==> config.mk <==
export PLATFORM = sky130hd
export DESIGN_NAME = fg_burst_waveform_gen
export DESIGN_NICKNAME = d
export VERILOG_FILES = /design/src/rtl/fg_burst_waveform_gen.sv
export SDC_FILE = /design/constraint.sdc
export NUM_CORES = 1
export LEC_CHECK = 0
export ABC_AREA = 1
export CAP_MARGIN = 25
export CELL_PAD_IN_SITES_DETAIL_PLACEMENT = 0
export CELL_PAD_IN_SITES_GLOBAL_PLACEMENT = 1
export CORE_ASPECT_RATIO = 0.5
export CORE_MARGIN = 2
export CORE_UTILIZATION = 42
export CTS_CLUSTER_DIAMETER = 120
export DETAILED_ROUTE_END_ITERATION = 10
export GPL_ROUTABILITY_DRIVEN = 0
export PLACE_DENSITY = 0.91
export SLEW_MARGIN = 20
export SYNTH_ARGS = -nofsm -noshare
export SYNTH_HDL_FRONTEND = slang
export SYNTH_SLANG_ARGS = --single-unit
==> constraint.sdc <==
create_clock -name clk_i -period 10.85 [get_ports clk_i]
set_input_delay 1.085 -clock clk_i [delete_from_list [all_inputs] [get_ports clk_i]]
set_output_delay 1.085 -clock clk_i [all_outputs]
set_load 0.03 [all_outputs]
==> src/rtl/fg_burst_waveform_gen.sv <==
// Trapezoid burst waveform generator: internal period counter, shadowed config,
// one-shot/burst/continuous sequencing and offset/invert output mapping.
module fg_burst_waveform_gen #(
  parameter int unsigned COUNTER_BITWIDTH  = 32,
  parameter int unsigned WAVEFORM_BITWIDTH = 16,
  parameter int unsigned BURST_BITWIDTH    = 8
) (
  input  logic                         clk_i,
  input  logic                         rst_i,
  input  logic                         enable_i,
  input  logic                         strb_data_valid_i,
  input  logic                         trigger_i,
  input  logic                         cfg_load_i,
  input  logic [COUNTER_BITWIDTH-1:0]  period_i,
  input  logic [COUNTER_BITWIDTH-1:0]  delay_i,
  input  logic [COUNTER_BITWIDTH-1:0]  on_count_i,
  input  logic [WAVEFORM_BITWIDTH-1:0] k_rise_i,
  input  logic [WAVEFORM_BITWIDTH-1:0] k_fall_i,
  input  logic [WAVEFORM_BITWIDTH-1:0] amplitude_i,
  input  logic [WAVEFORM_BITWIDTH-1:0] offset_i,
  input  logic                         invert_i,
  input  logic [BURST_BITWIDTH-1:0]    burst_count_i,
  output logic [WAVEFORM_BITWIDTH-1:0] out_o,
  output logic                         strb_data_valid_o,
  output logic                         busy_o,
  output logic                         burst_done_o
);

  localparam int unsigned CW = COUNTER_BITWIDTH;
  localparam int unsigned WW = WAVEFORM_BITWIDTH;
  localparam int unsigned BW = BURST_BITWIDTH;

  typedef enum logic [2:0] {
    S_IDLE  = 3'd0,
    S_DELAY = 3'd1,
    S_RISE  = 3'd2,
    S_ON    = 3'd3,
    S_FALL  = 3'd4,
    S_LOW   = 3'd5
  } state_t;

  state_t        state;
  logic [CW-1:0] cnt;
  logic [WW-1:0] val;
  logic [BW-1:0] burst_rem;
  logic          pending;
  logic          strb_d;

  logic [CW-1:0] sh_period;
  logic [CW-1:0] sh_delay;
  logic [CW-1:0] sh_on;
  logic [WW-1:0] sh_k_rise;
  logic [WW-1:0] sh_k_fall;
  logic [WW-1:0] sh_amp;
  logic [WW-1:0] sh_offset;
  logic          sh_invert;
  logic [BW-1:0] sh_burst;

  logic          tick;
  logic          wrap;
  logic          load_shadow;
  logic [WW:0]   rise_sum;
  logic [WW:0]   fall_diff;
  logic [WW:0]   out_sum;
  logic [WW-1:0] rise_val;
  logic [WW-1:0] fall_val;
  logic [WW-1:0] mapped;
  logic [WW-1:0] out_next;

  assign tick        = strb_data_valid_i;
  assign wrap        = (cnt == sh_period);
  assign load_shadow = (state == S_IDLE) || (enable_i && tick && wrap && pending);

  // Step arithmetic one bit wider so carry/borrow drive the clamps.
  always_comb begin
    rise_sum  = {1'b0, val} + {1'b0, sh_k_rise};
    fall_diff = {1'b0, val} - {1'b0, sh_k_fall};
    rise_val  = (rise_sum > {1'b0, sh_amp}) ? sh_amp : rise_sum[WW-1:0];
    fall_val  = fall_diff[WW] ? '0 : fall_diff[WW-1:0];
    mapped    = sh_invert ? (sh_amp - val) : val;
    out_sum   = {1'b0, sh_offset} + {1'b0, mapped};
    out_next  = out_sum[WW] ? '1 : out_sum[WW-1:0];
  end

  // Shadow config: tracks inputs while idle, otherwise only at a pending wrap.
  always_ff @(posedge clk_i or posedge rst_i) begin
    if (rst_i) begin
      sh_period <= '0;
      sh_delay  <= '0;
      sh_on     <= '0;
      sh_k_rise <= '0;
      sh_k_fall <= '0;
      sh_amp    <= '0;
      sh_offset <= '0;
      sh_invert <= 1'b0;
      sh_burst  <= '0;
    end else if (load_shadow) begin
      sh_period <= period_i;
      sh_delay  <= delay_i;
      sh_on     <= on_count_i;
      sh_k_rise <= k_rise_i;
      sh_k_fall <= k_fall_i;
      sh_amp    <= amplitude_i;
      sh_offset <= offset_i;
      sh_invert <= invert_i;
      sh_burst  <= burst_count_i;
    end
  end

  // Sequencer: state, counter, level and burst bookkeeping advance on ticks.
  always_ff @(posedge clk_i or posedge rst_i) begin
    if (rst_i) begin
      state        <= S_IDLE;
      cnt          <= '0;
      val          <= '0;
      burst_rem    <= '0;
      pending      <= 1'b0;
      busy_o       <= 1'b0;
      burst_done_o <= 1'b0;
    end else begin
      burst_done_o <= 1'b0;
      if (!enable_i) begin
        state   <= S_IDLE;
        cnt     <= '0;
        val     <= '0;
        pending <= 1'b0;
        busy_o  <= 1'b0;
      end else if (state == S_IDLE) begin
        cnt     <= '0;
        val     <= '0;
        pending <= 1'b0;
        if (tick && ((sh_burst == '0) || trigger_i)) begin
          state     <= S_DELAY;
          burst_rem <= sh_burst;
          busy_o    <= 1'b1;
        end
      end else begin
        if (tick && wrap) pending <= cfg_load_i;
        else if (cfg_load_i) pending <= 1'b1;

        if (tick) begin
          cnt <= wrap ? '0 : cnt + CW'(1);
          if (wrap) begin
            val   <= '0;
            state <= S_DELAY;
            if (sh_burst != '0) begin
              if (burst_rem <= BW'(1)) begin
                state        <= S_IDLE;
                burst_rem    <= '0;
                busy_o       <= 1'b0;
                burst_done_o <= 1'b1;
              end else begin
                burst_rem <= burst_rem - BW'(1);
              end
            end
          end else begin
            case (state)
              S_DELAY: if (cnt == sh_delay) state <= S_RISE;
              S_RISE: begin
                if (cnt == sh_on) begin
                  state <= S_FALL;
                end else begin
                  val <= rise_val;
                  if (rise_val == sh_amp) state <= S_ON;
                end
              end
              S_ON:    if (cnt == sh_on) state <= S_FALL;
              S_FALL: begin
                val <= fall_val;
                if (fall_val == '0) state <= S_LOW;
              end
              default: ;
            endcase
          end
        end
      end
    end
  end

  // Output mapping and strobe alignment run every clock.
  always_ff @(posedge clk_i or posedge rst_i) begin
    if (rst_i) begin
      out_o             <= '0;
      strb_d            <= 1'b0;
      strb_data_valid_o <= 1'b0;
    end else begin
      out_o             <= out_next;
      strb_d            <= strb_data_valid_i;
      strb_data_valid_o <= strb_d;
    end
  end

endmodule

==> flow_summary.ini, run 1 <==
[pwr]
power_frac_comb_pct = 62.3
p_leak_nw = 8.75
power_density_nw_per_um2 = 360
p_seq_share_pct = 24.2
peakVddDrop_v = 0.000206
p_sw_mw = 3.27
p_sw_share_pct = 48.7
intPower_mw = 3.45
power_frac_clock_pct = 13.5

[finish]
drive_gt1_share_pct = 8.09
fillers = 3464
layout-area-overhead-vs-synth_pct = 19.1
fin_cells = 2597
fin_area_um2 = 18700
layout.nets = 2355
diodes = 0

[synthesis]
syn_inst = 1940
async_reset_ff_share_pct = 100
avgSynthCellArea_um2 = 8.08
netlist_area_um2 = 15700
ys_seq_area_share_pct = 39.7
synth_warnings = 0
synth_most_common_cell = nand2_1
synth_area_leaders = dfrtp_1 (40%), nand2_1 (9.9%), ha_1 (6.5%)
synth-edff-count = 0
synth_seq_cells = 249
yosys_most_used_dff = dfrtp_1
synth_common_cells = nand2_1 (413), dfrtp_1 (249), inv_1 (239)
yosys.area.top_type = dfrtp_1
syn_nets = 2201
synthDistinctLibCells = 60
synth_top_area_share_pct = 39.7

[clock_tree]
cts_buffer_depth = 3
cts_tree = built
clk_latency_ns = 0.56
hold_buffers = 0
root_buffer = clkbuf_16
post_cts_resize_count = 0
cts_buffers = 26
clkTransAtPathRegs_ns = 0.07
htreeDepth = 1
cts_sinks = 249
postCtsSetupRepairBufs = 0

[grt]
first_global_vias = 12900
grt-busiest-layer = met2
grt_max_degree = 103
grt_pass1_wl_um = 67600
grt.overflow.total = 0
grt_util_all_layers_pct = 21.3
grt_use_met1_pct = 29.5
antenna_found_initial = 0
use_met3_pct = 3.02
grt_util_met2_pct = 35.3

[status]
status = finished clean

[critical_path]
r2r-start = val[1]
cpMostUsedCell = nand2_1
critPathArrivalTime_ns = 5.11
r2r_cells = 28
worstPathRequired_ns = 11.30
slowest_stage = dfrtp_1
cp_max_fo = 39
endpoint = state[2]
start_kind = flip-flop
crit_path_start = val[1]
slowest_delay_ns = 0.51
endpoint_kind = flip-flop
crit_type = reg -> reg
reg2reg_slack_ns = 6.20
reg2reg_to = state[2]

[die]
fp.dieW_um = 277
start_util_pct = 43.1
ioPinCount = 194
die_area_um2 = 39000
row_count = 49
coreArea_um2 = 36400
fp.dieH_um = 141

[drt]
firstDrtPassIters = 5
drc = 0
ant_nets = 0
vias = 13300
drt-initial-drc-count = 942
drt-vias-per-instance = 5.11
wl_per_cell_um = 15.9
wirelength_um = 41200

[timing]
rsz0062_at_grt = false
hold_viol_final = 0
slew-limit-headroom_pct = 37.9
worst_slew_pin_slew_ns = 0.931
fin_ws_ns = 6.20
fin_crit_sh_pct = 42.9
finalClockSkew_ns = 0.0130
period_minus_slack_ns = 4.65
tns_ns = 0
setup_viol = 0
max_freq_mhz = 215
maxSlewViolCount = 0

[placement]
place_area_um2 = 17800
port_buffers = 193
dp.cells = 2550
dpl.hpwl_um = 31200
pre_cts_slack_ns = 6.24

[hold_path]
min-delay-path-class = reg -> reg

[job]
cap_violations = 0
-- power by group through the flow --
stage                     clock network [mW]  registers [mW]  logic [mW]
final                                  0.906            1.63        4.19
after global routing                   0.966            1.67        4.79
after CTS                              0.922            1.63        4.18
after detailed placement                   0            1.64        4.16
after global placement                     0            1.63        4.10
after floorplan                            0            1.61        3.24
-- state kept, by name, indices dropped and copies added (netlist names) --
name and cells:
burst_done_o 1, burst_rem 8, busy_o 1, cnt 32, out_o 16, pending 1, sh_amp 16, sh_burst 8
sh_delay 32, sh_invert 1, sh_k_fall 16, sh_k_rise 16, sh_offset 16, sh_on 32, sh_period 32, state 3
strb_d 1, strb_data_valid_o 1, val 16
-- kinds of logic (layout without fill, tap and decap cells) --
family | count (synthesis) | after routing | synth area share (%)
XOR/XNOR | 87 | 87 | 4.86
adder cells (fa/ha/maj) | 86 | 86 | 7.05
buffers and inverters | 330 | 503 | 9.08
AO/OA/AOI/OAI | 361 | 361 | 12.6
multiplexers | 73 | 73 | 5.24
AND/OR/NAND/NOR | 754 | 754 | 21.4
flip-flops | 249 | 249 | 39.7
-- layer usage --
metal	vias to the layer above	part of all wire, %
li1	6742	-
met1	6213	46
met4	0	2.2
met3	65	3.9
met5	-	0
met2	255	47
-- final cells by class --
class	instances	area [um^2]	area share, %
inverters	252	957	5.12
clock buffers	40	773	4.14
repair buffers	204	2020	10.8
flip-flops and latches	249	6230	33.4
multi-input cells	1361	8030	43.0
clock inverters	7	71.3	0.382
well taps	484	606	3.24
-- through the flow --
step / total power [mW] / util (%) / hold WS [ns]
after global routing: 7.43 / 51.4 / 0.354
after detailed placement: 5.80 / 49.1 / 0.339
after CTS: 6.73 / 51.4 / 0.353
after floorplan: 4.85 / - / 0.331
after global placement: 5.73 / 49.1 / 0.334
final: 6.72 / 51.4 / 0.352
-- cell usage in the layout (no fill, tap or decap), drive strengths merged, types with 16 or more instances in the layout --
| cell | n |
|---|---|
| a21oi | 101 |
| clkbuf | 40 |
| clkdlybuf4s50 | 193 |
| dfrtp | 249 |
| ha | 82 |
| inv | 246 |
| mux2 | 73 |
| nand2 | 418 |
| nand3 | 67 |
| nand4 | 66 |
| nor2 | 128 |
| nor3 | 33 |
| nor4 | 20 |
| o21ai | 199 |
| o22ai | 18 |
| xnor2 | 16 |
| xor2 | 71 |
-- critical path: cells and delay by family (launching register included) --
family / cells / cell delay, ns
xor+xnor: 1 / 0.32
simple gates: 19 / 1.75
compound gates: 4 / 0.70
buf+inv: 2 / 0.47
fa+ha+maj: 2 / 0.77
flops: 1 / 0.51
-- worst min-delay path by stage --
stage / start / endpoint / depth (start not counted)
final: strb_d / strb_data_valid_o / 0
after global routing: strb_d / strb_data_valid_o / 0
after CTS: strb_d / strb_data_valid_o / 0
after detailed placement: strb_d / strb_data_valid_o / 0
after global placement: strb_d / strb_data_valid_o / 0
after floorplan: strb_d / strb_data_valid_o / 0
No activity file was read; power rests on OpenSTA's default activity.
==> inputs of run 2 (changes only) <==
- CORE_UTILIZATION: 42 -> 38
- PLACE_DENSITY: 0.91 -> 0.87
- clock period: 10.85 -> 4 ns (I/O delays scaled with it)
==> run 2 against run 1 <==
Hold slack got worse by 0.00095 ns. Largest cell class unchanged. First-iteration DRC count increased by 9.9%. Largest power group unchanged. Critical path depth is 1 higher. Sequential cell count unchanged.
==> flow_summary.ini, run 2 (synthesized netlist as in run 1, its figures left out) <==
[timing]
maxSlewViolCount = 0
max_freq_mhz = 252
period_minus_slack_ns = 3.96
rsz0062_at_grt = true
setup_viol = 0
slew-limit-headroom_pct = 36.2
hold_viol_final = 0
fin_ws_ns = 0.0363
hold-worst-slack_ns = 0.351
worst_slew_pin_slew_ns = 0.957
finalClockSkew_ns = 0.0200
fin_crit_sh_pct = 99.1

[critical_path]
cp_max_fo = 5
worstPathRequired_ns = 4.45
reg2reg_to = state[2]
critPathArrivalTime_ns = 4.42
slowest_delay_ns = 0.37
start_kind = flip-flop
endpoint = state[2]
crit_path_start = val[0]
crit_type = reg -> reg
r2r_cells = 29
cpMostUsedCell = nand2_1
r2r-start = val[0]
endpoint_kind = flip-flop
reg2reg_slack_ns = 0.04
slowest_stage = dfrtp_1

[drt]
firstDrtPassIters = 5
routed-wl-met3_um = 1620
drt-initial-drc-count = 1035
wirelength_um = 43800
drt-vias-per-instance = 5.04
vias = 13700
drc = 0
wl_per_cell_um = 16.1
dr_wl_met2_um = 20900
ant_nets = 0
wl_met1_um = 20000
routed.top_layer = met4

[placement]
pre_cts_slack_ns = -0.173
place_area_um2 = 18400
dpl.hpwl_um = 33100
port_buffers = 193

[pwr]
power_frac_clock_pct = 12.7
peakVddDrop_v = 0.000767
p_sw_share_pct = 47.0
intPower_mw = 11.1
p_sw_mw = 9.84
power_density_nw_per_um2 = 1060
p_seq_share_pct = 20.9
p_leak_nw = 9.19
finalPower_mw = 20.9
power_frac_comb_pct = 66.4

[grt]
grt_max_degree = 177
grt.overflow.total = 0
grt_util_all_layers_pct = 20.2
grt_pass1_wl_um = 70300
first_global_vias = 13400
antenna_found_initial = 0

[die]
start_util_pct = 38.7
row_count = 52
coreArea_um2 = 40500
die_area_um2 = 43000
ioPinCount = 194
fp.dieH_um = 148
fp.dieW_um = 291

[finish]
diodes = 0
final_common_cell = nand2_1
final_util_pct = 48.6
layout-area-overhead-vs-synth_pct = 25.5
layout.nets = 2418
layout_common_cells = nand2_1 (403), dfrtp_1 (249), inv_1 (237), clkdlybuf4s50_1 (193), o21ai_0 (124)
fin_area_um2 = 19700
drive_gt1_share_pct = 13.0

[hold_path]
min-delay-path-class = reg -> reg

[clock_tree]
hold_buffers = 0
root_buffer = clkbuf_16
htreeDepth = 1
clkTransAtPathRegs_ns = 0.07
cts_buffer_depth = 3
clk_latency_ns = 0.56
cts_sinks = 249
cts_buffers = 25
cts_tree = built

[status]
status = finished clean

[job]
cap_violations = 0
run 2: changes by cell type in the layout (fill, tap and decap cells not counted), sizes merged:
cell | previous run | this run
buf | 11 | 74
clkbuf | 40 | 33
bufinv | 1 | 5
clkinvlp | 0 | 3
run 2: area by class of cell:
class                   instances  area (um^2)
clock buffers                  32          702
fillers                      3917        20900
clock inverters                14          215
flip-flops and latches        249         6230
inverters                     252          953
repair buffers                268         2640
well taps                     540          676
multi-input cells            1361         8260
run 2: metrics by stage:
step / setup TNS, ns / instances
4_1_cts: 0 / 2713
2_1_floorplan: 0 / 1940
3_5_place_dp: -1.27 / 2665
6_report: 0 / 2716
3_3_place_gp: -0.123 / 2665
5_1_grt: -5.36 / 2716
run 2: per-layer routing:
layer | vias to the layer above | GRT usage, %
li1 | 6891 | -
met3 | 76 | 2.51
met4 | 0 | 5.85
met2 | 257 | 34.2
met1 | 6471 | 27.4
met5 | - | 0
run 2: worst min path at each step:
| stage | startpoint | to | slack [ns] | cells past startpoint |
|---|---|---|---|---|
| 6_report | strb_d | strb_data_valid_o | 0.35 | 0 |
| 2_1_floorplan | strb_d | strb_data_valid_o | 0.33 | 0 |
| 3_5_place_dp | strb_d | strb_data_valid_o | 0.34 | 0 |
| 4_1_cts | strb_d | strb_data_valid_o | 0.35 | 0 |
| 3_3_place_gp | strb_d | strb_data_valid_o | 0.34 | 0 |
| 5_1_grt | strb_d | strb_data_valid_o | 0.35 | 0 |
run 2: what timing repair did:
item,CTS,global route
endpoints found under the setup margin,20,35
gates cloned,0,1
pin swaps,7,38
gates resized for setup,11,64
setup buffers,2,2
run 2: power groups by stage:
stage | clock network, mW | logic [mW] | registers (mW)
2_1_floorplan | 0 | 8.79 | 4.36
3_3_place_gp | 0 | 12.5 | 4.39
3_5_place_dp | 0 | 12.6 | 4.41
4_1_cts | 2.73 | 12.9 | 4.37
5_1_grt | 2.84 | 15.5 | 4.51
6_report | 2.66 | 13.9 | 4.37
run 2: worst max-delay path: cells and delay by family, from the launching register on:
family                   cells  cell delay [ns]
adder cells (fa/ha/maj)      3             0.82
AO/OA/AOI/OAI                4             0.70
buffers and inverters        2             0.18
flip-flops                   1             0.37
XOR/XNOR                     1             0.20
AND/OR/NAND/NOR             19             1.56
